==> config.mk <==
export PLATFORM = sky130hd
export DESIGN_NAME = mul_div_unit
export DESIGN_NICKNAME = d
export VERILOG_FILES = /design/src/rtl/mul_div_unit_pkg.sv /design/src/rtl/mul_div_negate.sv /design/src/rtl/mul_div_unit.sv
export SDC_FILE = /design/constraint.sdc
export NUM_CORES = 1
export LEC_CHECK = 0
export BUFFER_PORTS_ARGS = -buffer_cell sky130_fd_sc_hd__buf_2
export CAP_MARGIN = 30
export CORE_MARGIN = 2
export CORE_UTILIZATION = 50
export CTS_BUF_LIST = sky130_fd_sc_hd__clkbuf_8
export CTS_CLUSTER_SIZE = 8
export DETAILED_ROUTE_END_ITERATION = 16
export PLACE_DENSITY = 0.69
export SYNTH_ARGS = -nofsm -noshare
export SYNTH_HDL_FRONTEND = slang
export SYNTH_SLANG_ARGS = --single-unit
==> constraint.sdc <==
create_clock -name clk_i -period 12.6 [get_ports clk_i]
set_input_delay 3.15 -clock clk_i [delete_from_list [all_inputs] [get_ports clk_i]]
set_output_delay 3.15 -clock clk_i [all_outputs]
set_load 0.01 [all_outputs]
==> src/rtl/mul_div_unit_pkg.sv <==
// Shared encodings for the HI/LO multiply/divide unit: operation codes seen by the
// decoder and this block, plus the controller state encoding.
package mul_div_unit_pkg;

  typedef enum logic [1:0] {
    OP_MULT  = 2'b00,
    OP_MULTU = 2'b01,
    OP_DIV   = 2'b10,
    OP_DIVU  = 2'b11
  } op_e;

  typedef enum logic [1:0] {
    ST_IDLE = 2'b00,
    ST_CALC = 2'b01,
    ST_DONE = 2'b10
  } state_e;

  function automatic logic op_is_div(input op_e op);
    return op[1];
  endfunction

  function automatic logic op_is_signed(input op_e op);
    return ~op[0];
  endfunction

endpackage

==> src/rtl/mul_div_negate.sv <==
// Conditional two's-complement of a size-bit word; carry_in lets two instances
// chain into a double-width negation (low half carries into the high half).
module mul_div_negate #(
  parameter int size = 32
) (
  input  logic [size-1:0] value,
  input  logic            neg,
  input  logic            carry_in,
  output logic [size-1:0] result
);

  assign result = neg ? (~value + {{(size-1){1'b0}}, carry_in}) : value;

endmodule

==> src/rtl/mul_div_unit.sv <==
// Iterative radix-2 multiply/divide unit owning the HI/LO registers. One
// shift-add (multiply) or restoring-subtract (divide) step per CALC cycle.
module mul_div_unit
  import mul_div_unit_pkg::*;
#(
  parameter int size = 32
) (
  input  logic            clk_i,
  input  logic            rst_i,
  input  logic            start_i,
  input  logic [1:0]      op_i,
  input  logic [size-1:0] src1_i,
  input  logic [size-1:0] src2_i,
  input  logic            hi_we_i,
  input  logic            lo_we_i,
  output logic            busy_o,
  output logic            done_o,
  output logic [size-1:0] hi_o,
  output logic [size-1:0] lo_o
);

  localparam int cnt_w = $clog2(size + 1);

  state_e            state, state_nxt;
  logic [cnt_w-1:0]  cnt;
  logic [2*size:0]   acc, acc_step;
  logic [size-1:0]   b_mag_q, src1_q;
  op_e               op_q;
  logic              neg_q, rem_neg_q, div0_q;

  op_e               op_in;
  logic              sgn_in, accept, last_step;
  logic [size-1:0]   a_mag, b_mag;
  logic [size:0]     sum, rem_sh, trial;
  logic [size-1:0]   raw_hi, raw_lo, fix_hi, fix_lo, res_hi, res_lo;

  assign op_in     = op_e'(op_i);
  assign sgn_in    = op_is_signed(op_in);
  assign accept    = start_i && (state != ST_CALC);
  assign last_step = (state == ST_CALC) && (cnt == cnt_w'(1));
  assign busy_o    = (state == ST_CALC);
  assign done_o    = (state == ST_DONE);

  // Operand magnitudes are taken once, at acceptance.
  mul_div_negate #(.size(size)) u_mag_a (
    .value(src1_i), .neg(sgn_in & src1_i[size-1]), .carry_in(1'b1), .result(a_mag)
  );
  mul_div_negate #(.size(size)) u_mag_b (
    .value(src2_i), .neg(sgn_in & src2_i[size-1]), .carry_in(1'b1), .result(b_mag)
  );

  always_comb begin
    // NOTE: every signal gets a default first so no path leaves it unassigned (no latch).
    state_nxt = state;
    case (state)
      ST_IDLE: if (start_i) state_nxt = ST_CALC;
      ST_CALC: if (last_step) state_nxt = ST_DONE;
      ST_DONE: state_nxt = start_i ? ST_CALC : ST_IDLE;
      default: state_nxt = ST_IDLE;
    endcase
  end

  always_comb begin
    sum      = acc[2*size:size] + (acc[0] ? {1'b0, b_mag_q} : '0);
    rem_sh   = acc[2*size-1:size-1];
    trial    = rem_sh - {1'b0, b_mag_q};
    acc_step = {1'b0, sum, acc[size-1:1]};
    if (op_is_div(op_q)) begin
      if (rem_sh >= {1'b0, b_mag_q}) acc_step = {trial, acc[size-2:0], 1'b1};
      else                           acc_step = {rem_sh, acc[size-2:0], 1'b0};
    end
  end

  assign raw_hi = acc_step[2*size-1:size];
  assign raw_lo = acc_step[size-1:0];

  // Sign fix-up: the product negates as one 2*size-bit word, the quotient and
  // remainder negate independently (remainder follows the dividend).
  mul_div_negate #(.size(size)) u_fix_lo (
    .value(raw_lo), .neg(neg_q), .carry_in(1'b1), .result(fix_lo)
  );
  mul_div_negate #(.size(size)) u_fix_hi (
    .value(raw_hi),
    .neg(op_is_div(op_q) ? rem_neg_q : neg_q),
    .carry_in(op_is_div(op_q) ? 1'b1 : (raw_lo == '0)),
    .result(fix_hi)
  );

  always_comb begin
    res_hi = fix_hi;
    res_lo = fix_lo;
    if (op_is_div(op_q) && div0_q) begin
      res_hi = src1_q;
      res_lo = '1;
    end
  end

  // NOTE: sequential state uses non-blocking assignments so every register samples pre-edge values.
  always_ff @(posedge clk_i or posedge rst_i) begin
    if (rst_i) begin
      state <= ST_IDLE;
      cnt   <= '0;
      hi_o  <= '0;
      lo_o  <= '0;
    end else begin
      state <= state_nxt;
      if (accept)                cnt <= cnt_w'(size);
      else if (state == ST_CALC) cnt <= cnt - cnt_w'(1);
      if (last_step) begin
        hi_o <= res_hi;
        lo_o <= res_lo;
      end else if (!accept && state != ST_CALC) begin
        if (hi_we_i) hi_o <= src1_i;
        if (lo_we_i) lo_o <= src1_i;
      end
    end
  end

  // NOTE: working registers have no reset; each start reloads them before they are read.
  always_ff @(posedge clk_i) begin
    if (accept) begin
      acc       <= {{(size+1){1'b0}}, a_mag};
      b_mag_q   <= b_mag;
      src1_q    <= src1_i;
      op_q      <= op_in;
      neg_q     <= sgn_in & (src1_i[size-1] ^ src2_i[size-1]);
      rem_neg_q <= sgn_in & src1_i[size-1];
      div0_q    <= (src2_i == '0);
    end else if (state == ST_CALC) begin
      acc <= acc_step;
    end
  end

endmodule

Word level (Yosys, flattened, before mapping) --
Cells that the tools add are included. W data, S select, Z words.
Cells by class: $add $sub $neg 7, order comparisons 1, equality and inequality tests 6, multiplexer cells 25, bitwise operators 9, reduce and logical (&&, ||, !) cells 15
Operators by type and width (number):
- $mux W32 | 15
- $mux W65 | 2
- $not A32 Y32 | 4
- $add A32 B1 Y32 const B | 3
- $logic_not A32 Y1 | 2
- $add A33 B32 Y33 | 1
- $ge A33 B32 Y1 | 1
- $sub A33 B32 Y33 | 1
- $add A32 B1 Y32 | 1
- $mux W6 | 2
- $reduce_bool A2 Y1 | 4
- $eq A6 B1 Y1 const B | 1
- $pmux W2 S3 | 1
- $reduce_and A2 Y1 | 3
- $sub A6 B1 Y6 const B | 1
- $logic_and A1 B1 Y1 | 4
- $mux W2 | 2
- $ne A2 B1 Y1 const B | 2
- $and A1 B1 Y1 | 3
- $mux W1 | 3
- $eq A2 B1 Y1 const B | 1
- $eq A2 B2 Y1 const B | 1
- $logic_not A2 Y1 | 1
- $ne A2 B2 Y1 const B | 1
- other kinds (3) | 3
Word-level totals: register bits after elaboration 206, input bits 71, output and inout port bits 66, word-level logic and storage cells 75

Depth between registers and ports, before layout --
Gate-level depths: netlist of run 1.
depth after elaboration 9, mapped depth 26, mapped depth without buffers 23

Cells and area by module --
A second synthesis of run 1 with hierarchy kept.
Second synthesis, totals: cell total of the unflattened synthesis 1931, area total of the unflattened synthesis 16483.3 um2
By module, submodules not included:
- mul_div_unit | instances 1, cells each 1491, area each 13310.3 um2, sequential area each 5465.2 um2
- mul_div_negate | instances 4, cells each 110, area each 793.3 um2, sequential area each 0.0 um2

Least setup slack after synthesis of run 1 --
Ideal clock, no wire load.
path type input-to-reg, from input src1_i[10], to register acc[29] (data pin), setup time 0.271 ns, arrival 6.048 ns, data required time 12.329 ns, slack 6.281 ns, stages 10, buffers on the path 0, cells stage by stage or4_1 > or3_1 > or4_4 > or2_1 > or4_4 > or4_4 > o41ai_2 > xnor2_1 > nor2_1 > a21oi_1
On the way: cells in the longest elaborated chain, start to end 4
Ends and longest elaborated chain:
- from (decl) | RTL line mul_div_unit.sv:12 | input logic [size-1:0] src1_i,
- $not A32 Y32 | RTL line mul_div_negate.sv:12 | assign result = neg ? (~value + {{(size-1){1'b0}}, carry_in}) : value;
- $add A32 B1 Y32 | RTL line mul_div_negate.sv:12
- $mux W32 | RTL line mul_div_negate.sv:12
- $mux W32 | RTL line mul_div_unit.sv:121 | if (accept) begin
- to (signal assigned) | RTL line mul_div_unit.sv:122 | acc <= {{(size+1){1'b0}}, a_mag};
- to (signal assigned) | RTL line mul_div_unit.sv:130 | acc <= acc_step;
- to (decl) | RTL line mul_div_unit.sv:26 | logic [2*size:0] acc, acc_step;
Every way passes these cells. A chain may end at the register's enable or synchronous reset.

Worst setup path after layout of run 1 --
from register b_mag_q[1], to register hi_o[31]
On the way: cells in the longest elaborated chain, start to end 9, elaborated cells on any way between the ends 13, those cells by class add/sub: 3; order compare: 1; mux: 7; bitwise: 1; reduce/logical: 1
Ends and longest elaborated chain:
- from (decl) | RTL line mul_div_unit.sv:27 | logic [size-1:0] b_mag_q, src1_q;
- from (signal assigned) | RTL line mul_div_unit.sv:123 | b_mag_q <= b_mag;
- $ge A33 B32 Y1 | RTL line mul_div_unit.sv:69 | if (rem_sh >= {1'b0, b_mag_q}) acc_step = {trial, acc[size-2:0], 1'b1};
- $mux W65 | RTL line mul_div_unit.sv:69
- $mux W65 * | RTL line mul_div_unit.sv:68 | if (op_is_div(op_q)) begin
- $logic_not A32 Y1 | RTL line mul_div_unit.sv:85 | .carry_in(op_is_div(op_q) ? 1'b1 : (raw_lo == '0)),
- $mux W1 | RTL line mul_div_unit.sv:85
- $add A32 B1 Y32 | RTL line mul_div_negate.sv:12
- $mux W32 * | RTL line mul_div_negate.sv:12
- $mux W32 * | RTL line mul_div_unit.sv:92 | if (op_is_div(op_q) && div0_q) begin
- $mux W32 * | RTL line mul_div_unit.sv:109 | if (last_step) begin
- to (signal assigned) | RTL line mul_div_unit.sv:110 | hi_o <= res_hi;
- to (signal assigned) | RTL line mul_div_unit.sv:113 | if (hi_we_i) hi_o <= src1_i;
- to (decl) | RTL line mul_div_unit.sv:18 | output logic [size-1:0] hi_o,
Mark *: on every way between the ends. The rest lies on a longest branch, timed or not.

==> results.yml, run 1 <==
status:
  run_status: "finished clean"
timing:
  rsz_0062_raised_after_global_routing: "no"
  timing_worst_slew_pin_value_ns: 1.02
  worst_clock_skew_ns: 0.0230
  fin_hold_ws_ns: 0.473
  tns_ns: 0
  setup_viol_count_final: 0
  finalCritPeriodShare_pct: 59.6
  report.final.hold_viol_count: 0
  highest_clock_rate_mhz: 133
  relSlewSlack_pct: 31.5
  post-route-min-period_ns: 7.51
  timing_max_transition_violations_final: 0
power:
  power_per_cell_area_nw_per_um2: 272
  power.switching_fraction_pct: 49.7
  seq_power_share_pct: 25.5
  pwr-share-clk_pct: 13.1
  irDropWorstVdd_v: 0.000129
  p_int_uw: 2420
  p_leak_uw: 0.00739
  switchingPower_uw: 2390
  power.share.combinational_pct: 61.4
critical_path:
  cp_data_required_time_ns: 13.01
  arrival_ns: 7.92
  list_of_cells_traversed_by_the_critical_path: "inv_1 > ha_1 > nor2b_1 > o31a_1 > o211a_1 > o211a_1 > nor2_1 > buf_4 > nand2_1 > o21ai_0 > ha_1 > nand2_1 > or3_1 > nand2b_1 > nand2b_1 > o41ai_1 > ha_1 > nor4b_1 > nand4_1 > nor4_4 > nand4b_1 > o41ai_2 > xor2_1 > a31oi_1"
  cp-start-kind: "register"
  max_stage_delay_ns: 0.87
  crit_type: "register to register"
  critPathCaptureType: "register"
  cpMostUsedCell: "ha_1"
  top_fanout_value_on_the_critical_path: 18
  slowest_stage_cell_crit_path: "o41ai_1"
synth:
  number_of_enable_flip_flop_cells_after_synthesis: 100
  synth_seq_cells: 205
  ys_types: 85
  synthCells: 1930
  synth-seq-area-share_pct: 34.3
  syn_nets: 2074
  mappedNetlistArea_sq_um: 15900
  synth_flop_cell: "edfxtp_1"
  avgSynthCellArea_sq_um: 8.25
  postSynth.asyncResetShare_pct: 35.1
  synthesis_warning_total: 0
die:
  start_util_pct: 50.6
  die_width_microns: 183
  fp-row-count: 65
  core_area_sq_um: 31500
  fp.dieArea_sq_um: 33300
  io_pins: 137
  die_y_microns: 183
global_routing:
  antenna_found_initial: 0
  first_pass_grt_wire_length_mm: 80.3
  track_usage_pct: 30.5
  globalRoute.totalOverflow: 0
  grt_pass1_vias: 14700
  pin_count_of_the_biggest_net_entering_global_routing: 73
layout:
  final_net_count: 2174
  layoutNonFillerInstCount: 2462
  post_route_cells_drive_above_1_share_pct: 12.2
  num_antenna_cells: 0
  area_delta_synth_final_pct: 11.0
  layout_cell_area_excl_fill_sq_um: 17700
clock_tree:
  clock_latency_on_the_worst_skew_pair_ns: 0.56
  tritoncts: "done"
  post_cts_resize_count: 0
  htree_num_levels: 2
  cts_hold_repair.buffers: 0
  tritoncts.num_buffers: 39
  cts.clk_slew.worst_paths_ns: 0.06
  cts_root_buffer: "clkbuf_8"
  cts.sinks: 205
  number_of_buffers_on_the_longest_clock_path: 3
  cts.repair_timing.setup_buffer_count: 0
placed_design:
  port-buffer-count: 136
  place_area_sq_um: 16900
  hpwlAfterDp_mm: 38.1
  number_of_instances_in_the_placed_design: 2388
  gp_congestion: 0.992
drt:
  drcViolationCount: 0
  postRouteAntennaNets: 0
  detailedRoute.firstPassIterationCount: 5
  wl_per_cell_microns: 20.9
  via_per_inst: 6.22
  wl_mm: 51.4
  routed_via_count: 15300
  first_iteration_detailed_routing_drc_count: 1313
flow_run:
  maxCapViolCount: 0
worst_hold_path:
  min-delay-path-class: "register to register"
==> power by group through the flow <==
stage	clock (uW)	sequential (uW)	combinational [uW]
global route	666	1250	3240
floorplan	0	1190	2070
finish	630	1220	2950
global placement	0	1230	2840
detailed placement	0	1230	2890
CTS	642	1220	2910
==> critical path, delay by kind of cell, from the launching register on <==
kind | cells | cell delay (ns)
compound gates | 7 | 2.51
flops | 1 | 0.39
buf+inv | 2 | 0.40
xor+xnor | 1 | 0.17
simple gates | 11 | 3.07
fa+ha+maj | 3 | 0.83
==> cells by family after synthesis <==
| logic type | count (synthesis) | synth area share (%) |
|---|---|---|
| flops | 205 | 34.3 |
| xor+xnor | 152 | 8.36 |
| simple gates | 690 | 20.7 |
| mux | 45 | 2.85 |
| fa+ha+maj | 73 | 5.83 |
| compound gates | 582 | 23.4 |
| buf+inv | 183 | 4.53 |
==> through the flow <==
step,util (%),total power [uW],worst slack (ns)
floorplan,-,3260,6.28
global placement,53.6,4070,5.57
detailed placement,53.7,4110,5.25
CTS,56.0,4770,5.21
global route,56.2,5150,4.65
finish,56.2,4800,5.09
==> sequential cells by signal, indices dropped and copies added, names as in the netlist, 2 cells and up <==
register  flops
acc          65
b_mag_q      32
hi_o         32
lo_o         32
src1_q       32
cnt           6
state         2
==> metal layers <==
metal  vias to the layer above  part of all wire [%]  global-route usage [%]
met5                         -                     0                       0
met4                         0                   4.3                    12.6
met3                       123                   7.9                    4.81
met2                       624                    45                    49.2
met1                      7305                    43                    40.9
li1                       7269                     -                       -
==> worst paths after layout <==
check | slack (ns) | to | depth (start not counted) | start
setup reg to reg | 5.09 | hi_o[31] | 24 | b_mag_q[1]
hold / removal | 0.47 | lo_o[7] | 2 | lo_o[7]
setup / recovery | 5.09 | hi_o[31] | 24 | b_mag_q[1]
min in group asynchronous | 2.65 | lo_o[24] | 3 | rst_i
hold reg to reg | 0.47 | lo_o[7] | 2 | lo_o[7]
max in group asynchronous | 9.34 | lo_o[0] | 4 | rst_i
==> Yosys cell counts (17+ instances only) <==
library cell	number	area share, %
dfrtp_1	72	11
nor3_1	50	1.6
inv_1	80	1.9
and3_1	18	0.71
and2_1	40	1.6
mux2i_1	42	2.6
a31oi_1	20	0.79
nand2_1	224	5.3
o21ai_1	18	0.57
or3_1	24	0.94
o21ai_0	142	4.5
a21oi_1	151	4.7
nand2b_1	17	0.67
edfxtp_1	100	19
nand4_1	26	1.0
clkbuf_1	72	1.7
nand3_1	61	1.9
xor2_1	74	4.1
o31ai_1	25	1.2
xnor2_1	78	4.3
dfxtp_1	33	4.1
a211oi_1	24	1.1
a21o_1	19	0.90
ha_1	71	5.6
nor2_1	162	3.8
o22ai_1	37	1.5
o211ai_1	23	1.1
==> placed cells by master, fill, tap and decap left out, drive strengths merged, types with 8 or more instances in the layout <==
cell type and count:
a211oi 26, a21o 19, a21oi 156, a221oi 9, a22o 10, a31oi 20
and2 40, and3 18, buf 162, clkbuf 45, clkinv 8, dfrtp 72
dfxtp 33, edfxtp 100, ha 71, inv 97, mux2i 42, nand2 226
nand2b 17, nand3 61, nand4 26, nor2 162, nor2b 13, nor3 50
nor4 19, o211ai 24, o21a 12, o21ai 161, o21bai 9, o221ai 8
o22ai 37, o31ai 26, o41ai 8, or2 8, or3 24, or4 12
xnor2 78, xor2 74
==> final cells by class <==
type,count,area [sq um]
clock buffer,45,619
clock inverter,26,110
fill,2944,13800
inverter,80,300
multi-input combinational,1542,9760
sequential,205,5470
tap,402,503
timing repair buffer,162,923
Note: power is estimated with default switching activity, not from simulation.
==> run 2, diff against run 1 <==
==> constraint.sdc (replaced) <==
create_clock -name clk_i -period 7.9 [get_ports clk_i]
set_input_delay 1.975 -clock clk_i [delete_from_list [all_inputs] [get_ports clk_i]]
set_output_delay 1.975 -clock clk_i [all_outputs]
set_load 0.01 [all_outputs]
==> run 2 against run 1 <==
- maximum frequency up 14%
- critical endpoint is now hi_o[30]
- via count down 0.87%
- final cell count up 0.20%
- sequential power up 60%
==> results.yml, run 2 (same netlist as run 1, synthesis figures left out) <==
status:
  run_status: "finished clean"
layout:
  mostFrequentLayoutCells: "223 x nand2_1, 161 x nor2_1, 150 x a21oi_1"
  footprint_of_the_multi_input_gates_sq_um: 9760
  layoutNonFillerInstCount: 2467
  largest_register_ffs: 65
  area.sequential_sq_um: 5470
  layout_cell_area_excl_fill_sq_um: 17700
  final_net_count: 2178
  registers.top_by_ff_count: "acc"
  fillerInstances: 2934
  finish.utilization_pct: 56.2
  num_antenna_cells: 0
  area_delta_synth_final_pct: 11.1
  mostFrequentLayoutCell: "nand2_1"
  post_route_cells_drive_above_1_share_pct: 12.5
critical_path:
  critPathCaptureType: "register"
  cp_data_required_time_ns: 8.33
  crit_type: "register to register"
  reg2reg_depth: 24
  cp-start-kind: "register"
  startpoint: "b_mag_q[1]"
  arrival_ns: 7.03
  top_fanout_value_on_the_critical_path: 18
  r2r_start: "b_mag_q[1]"
worst_hold_path:
  min-delay-start: "lo_o[4]"
  hold_depth: 2
  min-delay-path-class: "register to register"
placed_design:
  hpwlAfterDp_mm: 38.0
  port-buffer-count: 136
  number_of_instances_in_the_placed_design: 2391
  gp_congestion: 0.950
  place_area_sq_um: 16900
drt:
  first_iteration_detailed_routing_drc_count: 1358
  wl_per_cell_microns: 20.8
  wl_mm: 51.2
  routed_via_count: 15200
  via_per_inst: 6.16
  drcViolationCount: 0
  detailedRoute.firstPassIterationCount: 5
  postRouteAntennaNets: 0
timing:
  timing_worst_slew_pin_value_ns: 1.03
  post-route-min-period_ns: 6.60
  setup_viol_count_final: 0
  relSlewSlack_pct: 30.9
  highest_clock_rate_mhz: 151
  rsz_0062_raised_after_global_routing: "no"
  report.final.hold_viol_count: 0
  tns_ns: 0
  worst_clock_skew_ns: 0.0300
  timing_max_transition_violations_final: 0
  finalCritPeriodShare_pct: 83.6
die:
  start_util_pct: 50.6
  io_pins: 137
  fp.dieArea_sq_um: 33300
  core_area_sq_um: 31500
  die_y_microns: 183
  fp-row-count: 65
  die_width_microns: 183
clock_tree:
  clock_latency_on_the_worst_skew_pair_ns: 0.56
  post_cts_resize_count: 0
  cts_hold_repair.buffers: 0
  cts.sinks: 205
  number_of_buffers_on_the_longest_clock_path: 3
  cts_root_buffer: "clkbuf_8"
  cts.clk_slew.worst_paths_ns: 0.07
  tritoncts.num_buffers: 40
  htree_num_levels: 2
  cts.repair_timing.setup_buffer_count: 0
  tritoncts: "done"
global_routing:
  track_usage_pct: 30.6
  first_pass_grt_wire_length_mm: 80.7
  pin_count_of_the_biggest_net_entering_global_routing: 73
  globalRoute.totalOverflow: 0
  grt_pass1_vias: 14500
  antenna_found_initial: 0
flow_run:
  maxCapViolCount: 0
power:
  p_leak_uw: 0.00743
  p_total_uw: 7650
  irDropWorstVdd_v: 0.000191
  power_per_cell_area_nw_per_um2: 432
run 2: cell count changes in the layout (fill, tap and decap cells not counted), sizes merged:
cell / before / now
inv: 97 / 101
clkinv: 8 / 7
clkbuf: 45 / 44
buf: 162 / 165
run 2: per-layer routing:
layer | global-route usage (%) | part of all wire [%] | wire [microns]
met1 | 41.5 | 44 | 22300
met2 | 50.0 | 46 | 23700
met3 | 4.69 | 7.1 | 3640
met4 | 10.0 | 3.0 | 1560
met5 | 0 | 0 | 0
run 2: layout make-up:
type	instances	share of cell area, %
Timing Repair Buffer	165	5.30
Clock inverter	29	0.707
Clock buffer	44	3.42
Inverter	80	1.70
Sequential cell	205	30.9
Tap cell	402	2.84
Multi-Input combinational cell	1542	55.2
run 2: metrics by stage:
stage / setup WS [ns] / hold slack [ns]
floorplan: 1.73 / 0.450
global placement: 1.70 / 0.462
detailed placement: 1.51 / 0.466
CTS: 1.43 / 0.480
global route: 0.858 / 0.505
finish: 1.30 / 0.474
run 2: worst max-delay path, cell delays in order (launching register included):
cell      delay (ns)
edfxtp_1        0.38
inv_1           0.11
ha_1            0.30
nor2b_1         0.19
o31a_1          0.33
o211a_1         0.31
o211a_1         0.47
nor2_1          0.28
nand2_1         0.09
o21ai_0         0.20
ha_1            0.25
nand2_1         0.14
or3_1           0.46
nand2b_1        0.21
nand2b_1        0.24
o41ai_1         0.34
buf_4           0.20
ha_1            0.14
nor4b_1         0.33
nand4_1         0.31
or2_1           0.38
nand2b_1        0.16
nor4_1          0.32
mux2i_1         0.22
nand3_1         0.08
run 2: power by group:
part	switching [uW]	internal, uW
Sequential	350	1600
Combinational	2960	1740
Clock	489	513
run 2: worst paths after layout:
kind / end / slack (ns)
worst max register to register: hi_o[30] / 1.30
min in group asynchronous: lo_o[28] / 1.47
worst min-delay path: lo_o[4] / 0.47
worst max-delay path: hi_o[30] / 1.30
worst min register to register: lo_o[4] / 0.47
max in group asynchronous: hi_o[3] / 5.83
==> run 3, diff against run 2 <==
--- a/config.mk
+++ b/config.mk
@@ -12,7 +12,7 @@
 export CTS_BUF_LIST = sky130_fd_sc_hd__clkbuf_8
 export CTS_CLUSTER_SIZE = 8
 export DETAILED_ROUTE_END_ITERATION = 16
-export PLACE_DENSITY = 0.69
+export PLACE_DENSITY = 0.71
 export SYNTH_ARGS = -nofsm -noshare
 export SYNTH_HDL_FRONTEND = slang
 export SYNTH_SLANG_ARGS = --single-unit
==> constraint.sdc (replaced) <==
create_clock -name clk_i -period 6 [get_ports clk_i]
set_input_delay 1.5 -clock clk_i [delete_from_list [all_inputs] [get_ports clk_i]]
set_output_delay 1.5 -clock clk_i [all_outputs]
set_load 0.01 [all_outputs]
==> run 3 against run 2 <==
- maximum frequency is 15% higher
- core utilization is 1.2 points higher
- count of clock-buffer cells in the layout is 2 higher
- worst hold slack worse by 0.00056 ns
- via count is 2.7% higher
- flip-flop and latch count stayed put
- final cell count is 1.5% higher
- die area stayed put
- global-route usage is 0.54 points higher
- final area is 2.2% higher
- combinational power is 39% higher
- critical path type unchanged
- largest cell class unchanged
==> results.yml, run 3 (same netlist as run 1, synthesis figures left out) <==
power:
  p_total_uw: 10500
  irDropWorstVdd_v: 0.000263
  p_leak_uw: 0.00763
  power_per_cell_area_nw_per_um2: 578
placed_design:
  gp_congestion: 0.976
  hpwlAfterDp_mm: 39.0
  port-buffer-count: 136
clock_tree:
  number_of_buffers_on_the_longest_clock_path: 3
  cts.clk_slew.worst_paths_ns: 0.07
  htree_num_levels: 2
  cts_root_buffer: "clkbuf_8"
  clock_latency_on_the_worst_skew_pair_ns: 0.58
  tritoncts: "done"
  tritoncts.num_buffers: 40
  cts.sinks: 205
die:
  fp.dieArea_sq_um: 33300
  core_area_sq_um: 31500
  io_pins: 137
  die_y_microns: 183
  start_util_pct: 50.6
  die_width_microns: 183
  fp-row-count: 65
drt:
  drcViolationCount: 0
  first_iteration_detailed_routing_drc_count: 1380
  via_per_inst: 6.23
  postRouteAntennaNets: 0
  routed_via_count: 15600
  detailedRoute.firstPassIterationCount: 5
  wl_per_cell_microns: 20.9
  wl_mm: 52.3
global_routing:
  antenna_found_initial: 0
  globalRoute.totalOverflow: 0
  grt_pass1_vias: 14800
  pin_count_of_the_biggest_net_entering_global_routing: 73
  track_usage_pct: 31.1
  first_pass_grt_wire_length_mm: 82.0
critical_path:
  worst-r2r-setup-slack_ns: 0.27
  r2r_start: "b_mag_q[1]"
  crit_type: "register to register"
  terminus_of_the_critical_flop_to_flop_path: "hi_o[31]"
  cp_data_required_time_ns: 6.44
  arrival_ns: 6.17
  critPathCaptureType: "register"
  cp-start-kind: "register"
  reg2reg_depth: 25
  top_fanout_value_on_the_critical_path: 6
  startpoint: "b_mag_q[1]"
timing:
  timing_worst_slew_pin_value_ns: 1.00
  setup_viol_count_final: 0
  report.final.hold_viol_count: 0
  relSlewSlack_pct: 33.0
  timing_max_transition_violations_final: 0
  highest_clock_rate_mhz: 175
  post-route-min-period_ns: 5.73
  worst_clock_skew_ns: 0.0284
  finalCritPeriodShare_pct: 95.5
layout:
  mostFrequentLayoutCell: "nand2_1"
  post_route_cells_drive_above_1_share_pct: 14.7
  registers.top_by_ff_count: "acc"
  num_antenna_cells: 0
  fillerInstances: 2894
  final_net_count: 2214
  finish.utilization_pct: 57.5
  mostFrequentLayoutCells: "221 x nand2_1, 160 x nor2_1, 148 x a21oi_1"
  area_delta_synth_final_pct: 13.6
  largest_register_ffs: 65
  footprint_of_the_multi_input_gates_sq_um: 9840
  area.sequential_sq_um: 5470
worst_hold_path:
  hold_depth: 2
  min-delay-path-class: "register to register"
  hold_end: "lo_o[12]"
  min-delay-start: "lo_o[12]"
flow_run:
  maxCapViolCount: 0
status:
  run_status: "finished clean"
run 3: cell count changes in the layout (fill, tap and decap cells not counted), sizes merged:
cell,before,now
buf,165,201
clkinv,7,11
inv,101,97
clkbuf,44,46
clkinvlp,1,0
run 3: worst max-delay path, cell delays in order (launching register included):
cell and delay, ns:
edfxtp_1 0.38, inv_1 0.11, ha_1 0.25, nor2b_1 0.18, o31a_1 0.28, o211a_1 0.25
o211a_1 0.26, nor2_4 0.18, nand2_1 0.09, o21ai_2 0.10, ha_2 0.22, nand2_2 0.09
or3_4 0.43, nand2b_1 0.21, nand2b_4 0.19, o41ai_2 0.27, buf_4 0.18, ha_1 0.15
nor4b_4 0.23, nand4_1 0.27, nor4_4 0.28, buf_4 0.19, nand4b_1 0.11, o41ai_2 0.38
xor2_1 0.19, a31oi_1 0.10
run 3: layer usage:
layer | up-vias | GRT usage, % | routed length, microns
li1 | 7368 | - | -
met1 | 7464 | 42.1 | 22800
met2 | 620 | 49.3 | 23500
met3 | 143 | 5.09 | 3770
met4 | 0 | 13.5 | 2290
met5 | - | 0 | 0
run 3: final cells by class:
type | count | share of cell area, %
multi-input combinational | 1542 | 54.4
tap | 402 | 2.78
sequential | 205 | 30.2
inverter | 80 | 1.66
timing repair buffer | 201 | 6.79
clock buffer | 46 | 3.50
clock inverter | 28 | 0.692
run 3: timing repair:
item,in CTS,in global routing
buffers inserted,0,4
pin swaps,0,8
hold buffers,0,0
endpoints found under the setup margin,1,24
resized for setup,1,17
run 3: worst max-delay path by stage:
stage	endpoint	slack, ns	depth (start not counted)
after detailed placement	hi_o[30]	-0.001	23
after global routing	hi_o[31]	-0.02	25
after floorplan	hi_o[30]	0.13	23
final	hi_o[31]	0.27	25
after CTS	hi_o[30]	0.01	24
after global placement	hi_o[30]	0.26	24
run 3: report_power, final:
| part | switching, uW | leakage, uW | total (uW) | internal (uW) |
|---|---|---|---|---|
| Clock | 675 | 0.000449 | 1380 | 704 |
| Combinational | 4070 | 0.00510 | 6550 | 2480 |
| Sequential | 430 | 0.00208 | 2530 | 2100 |
| Total | 5180 | 0.00763 | 10500 | 5280 |
run 3: per-stage QoR:
stage	cell area [sq um]	setup WS (ns)	TNS, ns	hold WS, ns	std cells
final	18100	0.272	0	0.473	2504
after global routing	18100	-0.0153	-0.0153	0.496	2504
after CTS	17900	0.0137	0	0.477	2498
after detailed placement	17200	-0.00131	-0.00131	0.464	2424
after global placement	17200	0.263	0	0.463	2423
after floorplan	15900	0.132	0	0.450	1930
